File: config.mk
export PLATFORM = sky130hd
export DESIGN_NAME = fetch_sequencer_flat
export DESIGN_NICKNAME = d
export VERILOG_FILES = /design/src/rtl/fetch_sequencer_pkg.sv /design/src/rtl/fetch_sequencer_if.sv /design/src/rtl/fetch_timeout_timer.sv /design/src/rtl/fetch_sequencer.sv /design/src/flat_wrapper.sv
export SDC_FILE = /design/constraint.sdc
export NUM_CORES = 1
export LEC_CHECK = 0
export ABC_CLOCK_PERIOD_IN_PS = 2500
export CAP_MARGIN = 40
export CORE_MARGIN = 2
export CORE_UTILIZATION = 38
export DETAILED_ROUTE_END_ITERATION = 12
export GPL_TIMING_DRIVEN = 0
export PLACE_DENSITY = 0.79
export RECOVER_POWER = 25
export SLEW_MARGIN = 20
export SYNTH_ARGS = -nofsm -noshare
export SYNTH_HDL_FRONTEND = slang
export SYNTH_SLANG_ARGS = --single-unit
File: constraint.sdc
create_clock -name clk -period 2.5 [get_ports clk]
set_input_delay 0.375 -clock clk [delete_from_list [all_inputs] [get_ports clk]]
set_output_delay 0.375 -clock clk [all_outputs]
set_load 0.01 [all_outputs]
File: src/rtl/fetch_sequencer_pkg.sv
// rtl/fetch_sequencer_pkg.sv - shared fetch state encoding and default widths
package riscspm_pkg;

    typedef enum logic [1:0] {
        S_IDLE = 2'd0,
        S_REQ  = 2'd1,
        S_HOLD = 2'd2,
        S_HALT = 2'd3
    } fetch_state_t;

    localparam int          DEF_ADDR_WIDTH = 8;
    localparam int          DEF_DATA_WIDTH = 16;
    localparam logic [7:0]  DEF_RESET_PC   = 8'h00;

endpackage

File: src/rtl/fetch_sequencer_if.sv
// rtl/fetch_sequencer_if.sv - program memory read bus and decode handshake
interface fetch_sequencer_if #(
    parameter int ADDR_WIDTH = 8,
    parameter int DATA_WIDTH = 16
);
    logic [ADDR_WIDTH-1:0] mem_addr;
    logic                  mem_rd_req;
    logic                  mem_rd_ack;
    logic [DATA_WIDTH-1:0] mem_rd_data;
    logic [DATA_WIDTH-1:0] memory_data_register;
    logic [ADDR_WIDTH-1:0] program_counter;
    logic                  instr_valid;
    logic                  instr_ready;
    logic                  branch_valid;
    logic [ADDR_WIDTH-1:0] branch_target;
    logic                  halt;
    logic                  halted;
    logic                  fetch_err;

    modport master (
        output mem_addr, mem_rd_req, memory_data_register, program_counter,
               instr_valid, halted, fetch_err,
        input  mem_rd_ack, mem_rd_data, instr_ready, branch_valid,
               branch_target, halt
    );

    modport slave (
        input  mem_addr, mem_rd_req, memory_data_register, program_counter,
               instr_valid, halted, fetch_err,
        output mem_rd_ack, mem_rd_data, instr_ready, branch_valid,
               branch_target, halt
    );
endinterface

File: src/rtl/fetch_timeout_timer.sv
// rtl/fetch_timeout_timer.sv - counts unacknowledged request cycles up to a terminal count
module fetch_timeout_timer #(
    parameter int TIMEOUT_CYCLES = 16
) (
    input  logic clk,
    input  logic rst,
    input  logic count_en,
    input  logic clear,
    output logic expired
);
    localparam int CW = $clog2(TIMEOUT_CYCLES + 1);

    logic [CW-1:0] count;

    // expired flags the cycle that would be the TIMEOUT_CYCLES-th wait
    assign expired = count_en && (count == CW'(TIMEOUT_CYCLES - 1));

    always_ff @(posedge clk) begin
        if (!rst || clear) begin
            count <= '0;
        end else if (count_en && !expired) begin
            count <= count + CW'(1);
        end
    end
endmodule

File: src/rtl/fetch_sequencer.sv
// rtl/fetch_sequencer.sv - PC, memory read handshake and instruction hold; timeout under FETCH_TIMEOUT_EN
module fetch_sequencer
    import riscspm_pkg::*;
#(
    parameter int                    ADDR_WIDTH     = DEF_ADDR_WIDTH,
    parameter int                    DATA_WIDTH     = DEF_DATA_WIDTH,
    parameter logic [ADDR_WIDTH-1:0] RESET_PC       = ADDR_WIDTH'(DEF_RESET_PC),
    parameter int                    TIMEOUT_CYCLES = 16
) (
    input  logic              clk,
    input  logic              rst,
    fetch_sequencer_if.master bus
);
    fetch_state_t          state;
    fetch_state_t          state_next;
    logic [ADDR_WIDTH-1:0] pc;
    logic [DATA_WIDTH-1:0] mdr;
    logic                  accept;
    logic                  capture;
    logic                  timed_out;

    assign capture = (state == S_REQ) && bus.mem_rd_ack;
    assign accept  = (state == S_HOLD) && bus.instr_ready;

    assign bus.mem_addr             = pc;
    assign bus.program_counter      = pc;
    assign bus.memory_data_register = mdr;
    assign bus.mem_rd_req           = (state == S_REQ);
    assign bus.instr_valid          = (state == S_HOLD);
    assign bus.halted               = (state == S_HALT);

`ifdef FETCH_TIMEOUT_EN
    logic err_q;

    fetch_timeout_timer #(.TIMEOUT_CYCLES(TIMEOUT_CYCLES)) u_timer (
        .clk      (clk),
        .rst      (rst),
        .count_en ((state == S_REQ) && !bus.mem_rd_ack),
        .clear    (capture),
        .expired  (timed_out)
    );

    always_ff @(posedge clk) begin
        if (!rst) begin
            err_q <= 1'b0;
        end else if (timed_out) begin
            err_q <= 1'b1;
        end
    end

    assign bus.fetch_err = err_q;
`else
    logic unused_timeout;
    assign unused_timeout = ^TIMEOUT_CYCLES;
    assign timed_out      = 1'b0;
    assign bus.fetch_err  = 1'b0;
`endif

    always_ff @(posedge clk) begin
        if (!rst) begin
            state <= S_IDLE;
        end else begin
            state <= state_next;
        end
    end

    always_comb begin
        state_next = state;
        case (state)
            S_IDLE:  state_next = S_REQ;
            S_REQ: begin
                if (bus.mem_rd_ack)  state_next = S_HOLD;
                else if (timed_out)  state_next = S_HALT;
            end
            S_HOLD: begin
                if (accept)          state_next = bus.halt ? S_HALT : S_REQ;
            end
            S_HALT:  state_next = S_HALT;
            default: state_next = S_IDLE;
        endcase
    end

    // branch/halt are only meaningful on the accept cycle
    always_ff @(posedge clk) begin
        if (!rst) begin
            pc  <= RESET_PC;
            mdr <= '0;
        end else begin
            if (capture) mdr <= bus.mem_rd_data;
            if (accept)  pc  <= bus.branch_valid ? bus.branch_target : pc + ADDR_WIDTH'(1);
        end
    end
endmodule

File: src/flat_wrapper.sv
// flat-port wrapper written by rule: the top's interface ports become plain ports
module fetch_sequencer_flat import riscspm_pkg::*;
#(
    parameter int                    ADDR_WIDTH     = DEF_ADDR_WIDTH,
    parameter int                    DATA_WIDTH     = DEF_DATA_WIDTH,
    parameter logic [ADDR_WIDTH-1:0] RESET_PC       = ADDR_WIDTH'(DEF_RESET_PC),
    parameter int                    TIMEOUT_CYCLES = 16
)
  (clk, rst, bus_mem_addr, bus_mem_rd_req, bus_memory_data_register, bus_program_counter, bus_instr_valid, bus_halted, bus_fetch_err, bus_mem_rd_ack, bus_mem_rd_data, bus_instr_ready, bus_branch_valid, bus_branch_target, bus_halt);
  fetch_sequencer_if #(.ADDR_WIDTH(ADDR_WIDTH), .DATA_WIDTH(DATA_WIDTH)) bus_i ();
  input  logic clk;
  input  logic rst;
  output wire logic [$bits(bus_i.mem_addr)-1:0] bus_mem_addr;
  output wire logic [$bits(bus_i.mem_rd_req)-1:0] bus_mem_rd_req;
  output wire logic [$bits(bus_i.memory_data_register)-1:0] bus_memory_data_register;
  output wire logic [$bits(bus_i.program_counter)-1:0] bus_program_counter;
  output wire logic [$bits(bus_i.instr_valid)-1:0] bus_instr_valid;
  output wire logic [$bits(bus_i.halted)-1:0] bus_halted;
  output wire logic [$bits(bus_i.fetch_err)-1:0] bus_fetch_err;
  input wire logic [$bits(bus_i.mem_rd_ack)-1:0] bus_mem_rd_ack;
  input wire logic [$bits(bus_i.mem_rd_data)-1:0] bus_mem_rd_data;
  input wire logic [$bits(bus_i.instr_ready)-1:0] bus_instr_ready;
  input wire logic [$bits(bus_i.branch_valid)-1:0] bus_branch_valid;
  input wire logic [$bits(bus_i.branch_target)-1:0] bus_branch_target;
  input wire logic [$bits(bus_i.halt)-1:0] bus_halt;
  assign bus_mem_addr = bus_i.mem_addr;
  assign bus_mem_rd_req = bus_i.mem_rd_req;
  assign bus_memory_data_register = bus_i.memory_data_register;
  assign bus_program_counter = bus_i.program_counter;
  assign bus_instr_valid = bus_i.instr_valid;
  assign bus_halted = bus_i.halted;
  assign bus_fetch_err = bus_i.fetch_err;
  assign bus_i.mem_rd_ack = bus_mem_rd_ack;
  assign bus_i.mem_rd_data = bus_mem_rd_data;
  assign bus_i.instr_ready = bus_instr_ready;
  assign bus_i.branch_valid = bus_branch_valid;
  assign bus_i.branch_target = bus_branch_target;
  assign bus_i.halt = bus_halt;
  fetch_sequencer #(.ADDR_WIDTH(ADDR_WIDTH), .DATA_WIDTH(DATA_WIDTH), .RESET_PC(RESET_PC), .TIMEOUT_CYCLES(TIMEOUT_CYCLES)) u_core (.clk(clk), .rst(rst), .bus(bus_i));
endmodule
# After elaboration in Yosys (flattened, before gate mapping)
# Index checks and enable logic that the tools add are counted.
[word_totals] reg_bits=26 latch_bits=0 mem_bits_rw=0 romBits=0 input_bits=30 out_inout_bits=36 elab_cells=18 n_memories=0
[op_classes] add_sub_neg=1 mul=0 div_mod_pow=0 magnitude_cmp=0 n_eq_ne=5 shifts=0 muxes=5 bitwise=0 reduce_logical=4
[op_table] operator="8-bit by 1-bit adder with 8-bit output, second input constant" count=1
[op_table] operator="8-bit two-way mux" count=1
[op_table] operator="2-bit case mux with 4 select lines" count=1
[op_table] operator="2-bit two-way mux" count=3
[op_table] operator="2-bit == test, second input constant" count=2
[op_table] operator="2-bit by 1-bit != test with 1-bit output, second input constant" count=2
[op_table] operator="2-bit by 1-bit == test with 1-bit output, second input constant" count=1
[op_table] operator="1-bit logical AND" count=2
[op_table] operator="2-bit zero test" count=1
[op_table] operator="2-bit AND reduction" count=1

# Logic depth before layout (Yosys ltp)
[depth] ltp_word=4 ltp_mapped=6 depth_no_buf=5

# Worst setup path before layout
# No wires, ideal clock.
[synth_path] path_kind="flip-flop to flip-flop" startpoint="register u_core.pc[2] (netlist: u_core.bus.mem_addr[2])" endpoint="register u_core.pc[7] (netlist: u_core.bus.mem_addr[7])" setup_ps=74 t_arrival_ps=1295 required_ps=2426 slack_ps=1131 path_stages_with_launch=5 path_buffers=0 period_less_slack_ps=1369 path_cell_list="dfxtp_1 and3_4 nand3_2 or4_1 a31oi_1"
[synth_between] elab_chain_len=2
[synth_lines] element="from (decl)" line="fetch_sequencer.sv:16" text="logic [ADDR_WIDTH-1:0] pc;"
[synth_lines] element="from (signal assigned)" line="fetch_sequencer.sv:90" text="if (accept) pc <= bus.branch_valid ? bus.branch_target : pc + ADDR_WIDTH'(1);"
[synth_lines] element="8-bit by 1-bit adder with 8-bit output" line="fetch_sequencer.sv:90"
[synth_lines] element="8-bit two-way mux" line="fetch_sequencer.sv:90"
# Every way passes these cells.
# A chain may end at the register's enable or synchronous reset.

# Final worst setup path
[layout_path] startpoint="register u_core.state[1]" endpoint="output bus_instr_valid"
[layout_between] elab_chain_len=1
[layout_lines] element="from (decl)" line="fetch_sequencer.sv:14" text="fetch_state_t state;"
[layout_lines] element="from (signal assigned)" line="fetch_sequencer.sv:63" text="state <= state_next;"
[layout_lines] element="2-bit == test" line="fetch_sequencer.sv:29" text="assign bus.instr_valid = (state == S_HOLD);"
[layout_lines] element="to (decl)" line="flat_wrapper.sv:17" text="output wire logic [$bits(bus_i.instr_valid)-1:0] bus_instr_valid;"
# Every way passes these cells.

==> key figures <==
Layout
  • Layout cells sized above 1: 9.42%
  • Final Core Density: around 64%
  • Post-Layout Inst Area: a little under 2000 um2
  • Net count, final: between 200 and 300
  • FILL cells: 285
  • # diodes: 0
  • Final Non-Filler Cells: about 270
  • Layout Area Growth over Synthesis: 60.8%

Global routing
  • Initial antenna violation count: 0
  • GRT Resource Usage Total: 17.9%
  • Global-route wire length before repair: 5.00 mm
  • Vias in the first global route: 1176
  • Final global-route overflow total: 0
  • Largest net degree at the start of global routing: 16

Logic synthesis
  • Post-synthesis register bit count: 26
  • Post-synth EDFFs: 0
  • Sequential share of the synthesized area: 42.8%
  • Synth cell count leaders: nand2_1 (39), dfxtp_1 (26), a21oi_1 (25), buf_4 (11), o21ai_0 (6)
  • Syn Area/Cell: roughly 7.9 um2
  • Ranking of synthesized cells by area: dfxtp_1 (43%), nand2_1 (12%), a21oi_1 (10%), buf_4 (6.8%), o21ai_0 (2.5%)
  • Synth cell types: 33
  • Cell Area, Synth: 1220 um2
  • Post-synth top area cell: dfxtp_1
  • Syn Nets: 186
  • Post-Synthesis Cells: 155
  • Post-synthesis simple-gate area fraction: 26.0%
  • Top-area cell type share of the netlist area: 42.8%
  • Most instantiated library cell after synthesis: nand2_1
  • Post-synth top flop: dfxtp_1
  • Adder-cell share of the synthesized area: under 10%
  • Async SR Flop Fraction: 0%
  • Largest family of logic cells by synthesized area: simple AND/OR/NAND/NOR gates
  • Post-synthesis compound-gate area fraction: about a fifth
  • Synth Area in XOR/XNOR: 0%
  • Post-synthesis mux area share: 0.822%
  • YS warnings: 0

Timing
  • Setup slack after layout: 0.564 ns
  • Final Hold Viols: 0
  • Slew headroom: 64.6%
  • Fmax: 0.517 GHz
  • Post-layout min period: 1.94 ns
  • Max-slew violations: 0
  • Total negative slack: 0 ns
  • Clock skew: 0.00349 ns
  • Final setup viols: 0
  • WHS: 0.463 ns
  • Period utilization: 77.4%
  • Slew @ Worst Pin: approximately 0.53 ns
  • RSZ-0062 raised after global routing: false

Detailed routing
  • Drt drc: 0
  • ANT nets after route: 0
  • Drt first pass iters: 4
  • Via count: 1283
  • Total wire length: approximately 3.1 mm
  • Starting DRT DRC Count: 60
  • Routed WL per cell: 11.5 um
  • Vias per std cell: 4.81

Setup path
  • Worst Path Max Fanout: 8
  • Reg2reg setup slack: 0.94 ns
  • Worst Setup End Kind: output pin
  • Crit-path leading delay family: buffers and inverters
  • Critical Path Source Type: register
  • WS Path Type: reg -> out
  • CP required: 2.12 ns
  • Critical Path AT: 1.56 ns
  • CP max stage cell: clkdlybuf4s50_1
  • CP cell instances: buf_4, nor2b_1, clkdlybuf4s50_1
  • CP peak stage delay: 0.58 ns
  • Buf/Inv on CP: 2

Die
  • Die width: 60.6 um
  • Core area: 3050 um2
  • Die Ht: 60.6 um
  • IO Pins: 66
  • Row cnt: 20
  • Die area: 3670 um2
  • Initial Util: between 30% and 40%

Clock tree
  • Clk slew on worst S/H paths: 0.15 ns
  • Max Buffers Root-to-Sink: 2
  • Setup Fix Bufs, Post-CTS: 0
  • H-tree Lvls: 1
  • CTS tree: done
  • CTS resizes: 0
  • # clock sinks: 26
  • Clock root buffer: clkbuf_4
  • CTS Hold Buffers Added: 0
  • Total CTS buffers: 3
  • Worst-Skew Late Latency: 0.32 ns

Power
  • PwrDens: between 400 and 500 nW/um2
  • Leak: 0.733 nW
  • Clk pwr share: between 30% and 40%
  • Final Power: 910 uW
  • P_int: roughly 700 uW
  • Peak VDD IR: 0.000482 V
  • Net Sw Frac: 23.5%
  • Logic pwr share: 18.9%
  • Sequential power share: 48.9%
  • Net Sw Power: 214 uW

Placement
  • Dpl ws: a little under 0.6 ns
  • Gpl congestion: 0.845
  • Placed cell count: roughly 260
  • Placed wire-length estimate: approximately 2.3 mm
  • Port bufs: 64
  • Post-DP Area: 1910 um2

Outcome
  • Status: finished clean

Job
  • Max cap viols: 0

Hold path
  • HP Class: reg -> reg
area by class of cell:
class	instances	area, um2	area share [%]
well taps	44	55.1	2.81
inverters	3	11.3	0.575
repair buffers	64	641	32.7
clock inverters	1	30.0	1.53
plain buffers	18	108	5.50
multi-input cells	108	571	29.1
flip-flops and latches	26	520	26.6
clock buffers	3	22.5	1.15
metal layers:
metal / global-route usage (%) / part of all wire [%]
met2: 30.1 / 46
met4: 3.73 / 0.39
met3: 8.10 / 11
met5: 0 / 0
met1: 21.2 / 42
cell families after synthesis:
group,count (synthesis)
simple gates,64
flops,26
buf+inv,21
other cells,1
mux,1
fa+ha+maj,1
compound gates,41
state kept, by name (all words and copies together) (netlist names):
| signal | cells |
|---|---|
| u_core.state | 2 |
| u_core.bus.mem_addr | 8 |
| u_core.bus.memory_data_register | 16 |
worst min-delay path, delay by kind of cell (launching register included):
| family | cells | cell delay, ns |
|---|---|---|
| flip-flops | 1 | 0.34 |
| AO/OA/AOI/OAI | 1 | 0.05 |
| AND/OR/NAND/NOR | 1 | 0.05 |
power groups by stage:
stage,combinational [mW],clock (mW),sequential [mW]
after floorplan,0.0661,0,0.460
after global placement,0.174,0,0.454
after detailed placement,0.175,0,0.454
after CTS,0.176,0.295,0.445
after global routing,0.190,0.312,0.448
final,0.172,0.294,0.445
placed cells by master (no fill, tap or decap), types with 3 or more instances in the layout:
master	synthesis	routed
inv_1	3	3
o21ai_0	6	6
nor2_1	3	4
clkbuf_4	0	3
nand3_1	4	4
buf_4	11	10
nor3_1	3	3
nand2_1	39	39
a31oi_1	4	4
dfxtp_1	26	26
clkbuf_1	4	6
a21oi_1	25	25
clkdlybuf4s50_1	0	61
dlygate4sd3_1	0	3
final timing paths:
check | startpoint | endpoint | cells past startpoint
worst max register to register | u_core.state[0] | u_core.bus.memory_data_register[0] | 5
worst max-delay path | u_core.state[1] | bus_instr_valid | 3
worst min register to register | u_core.bus.memory_data_register[13] | u_core.bus.memory_data_register[13] | 2
worst min-delay path | u_core.bus.memory_data_register[13] | u_core.bus.memory_data_register[13] | 2
(Power assumes the default switching activity.)
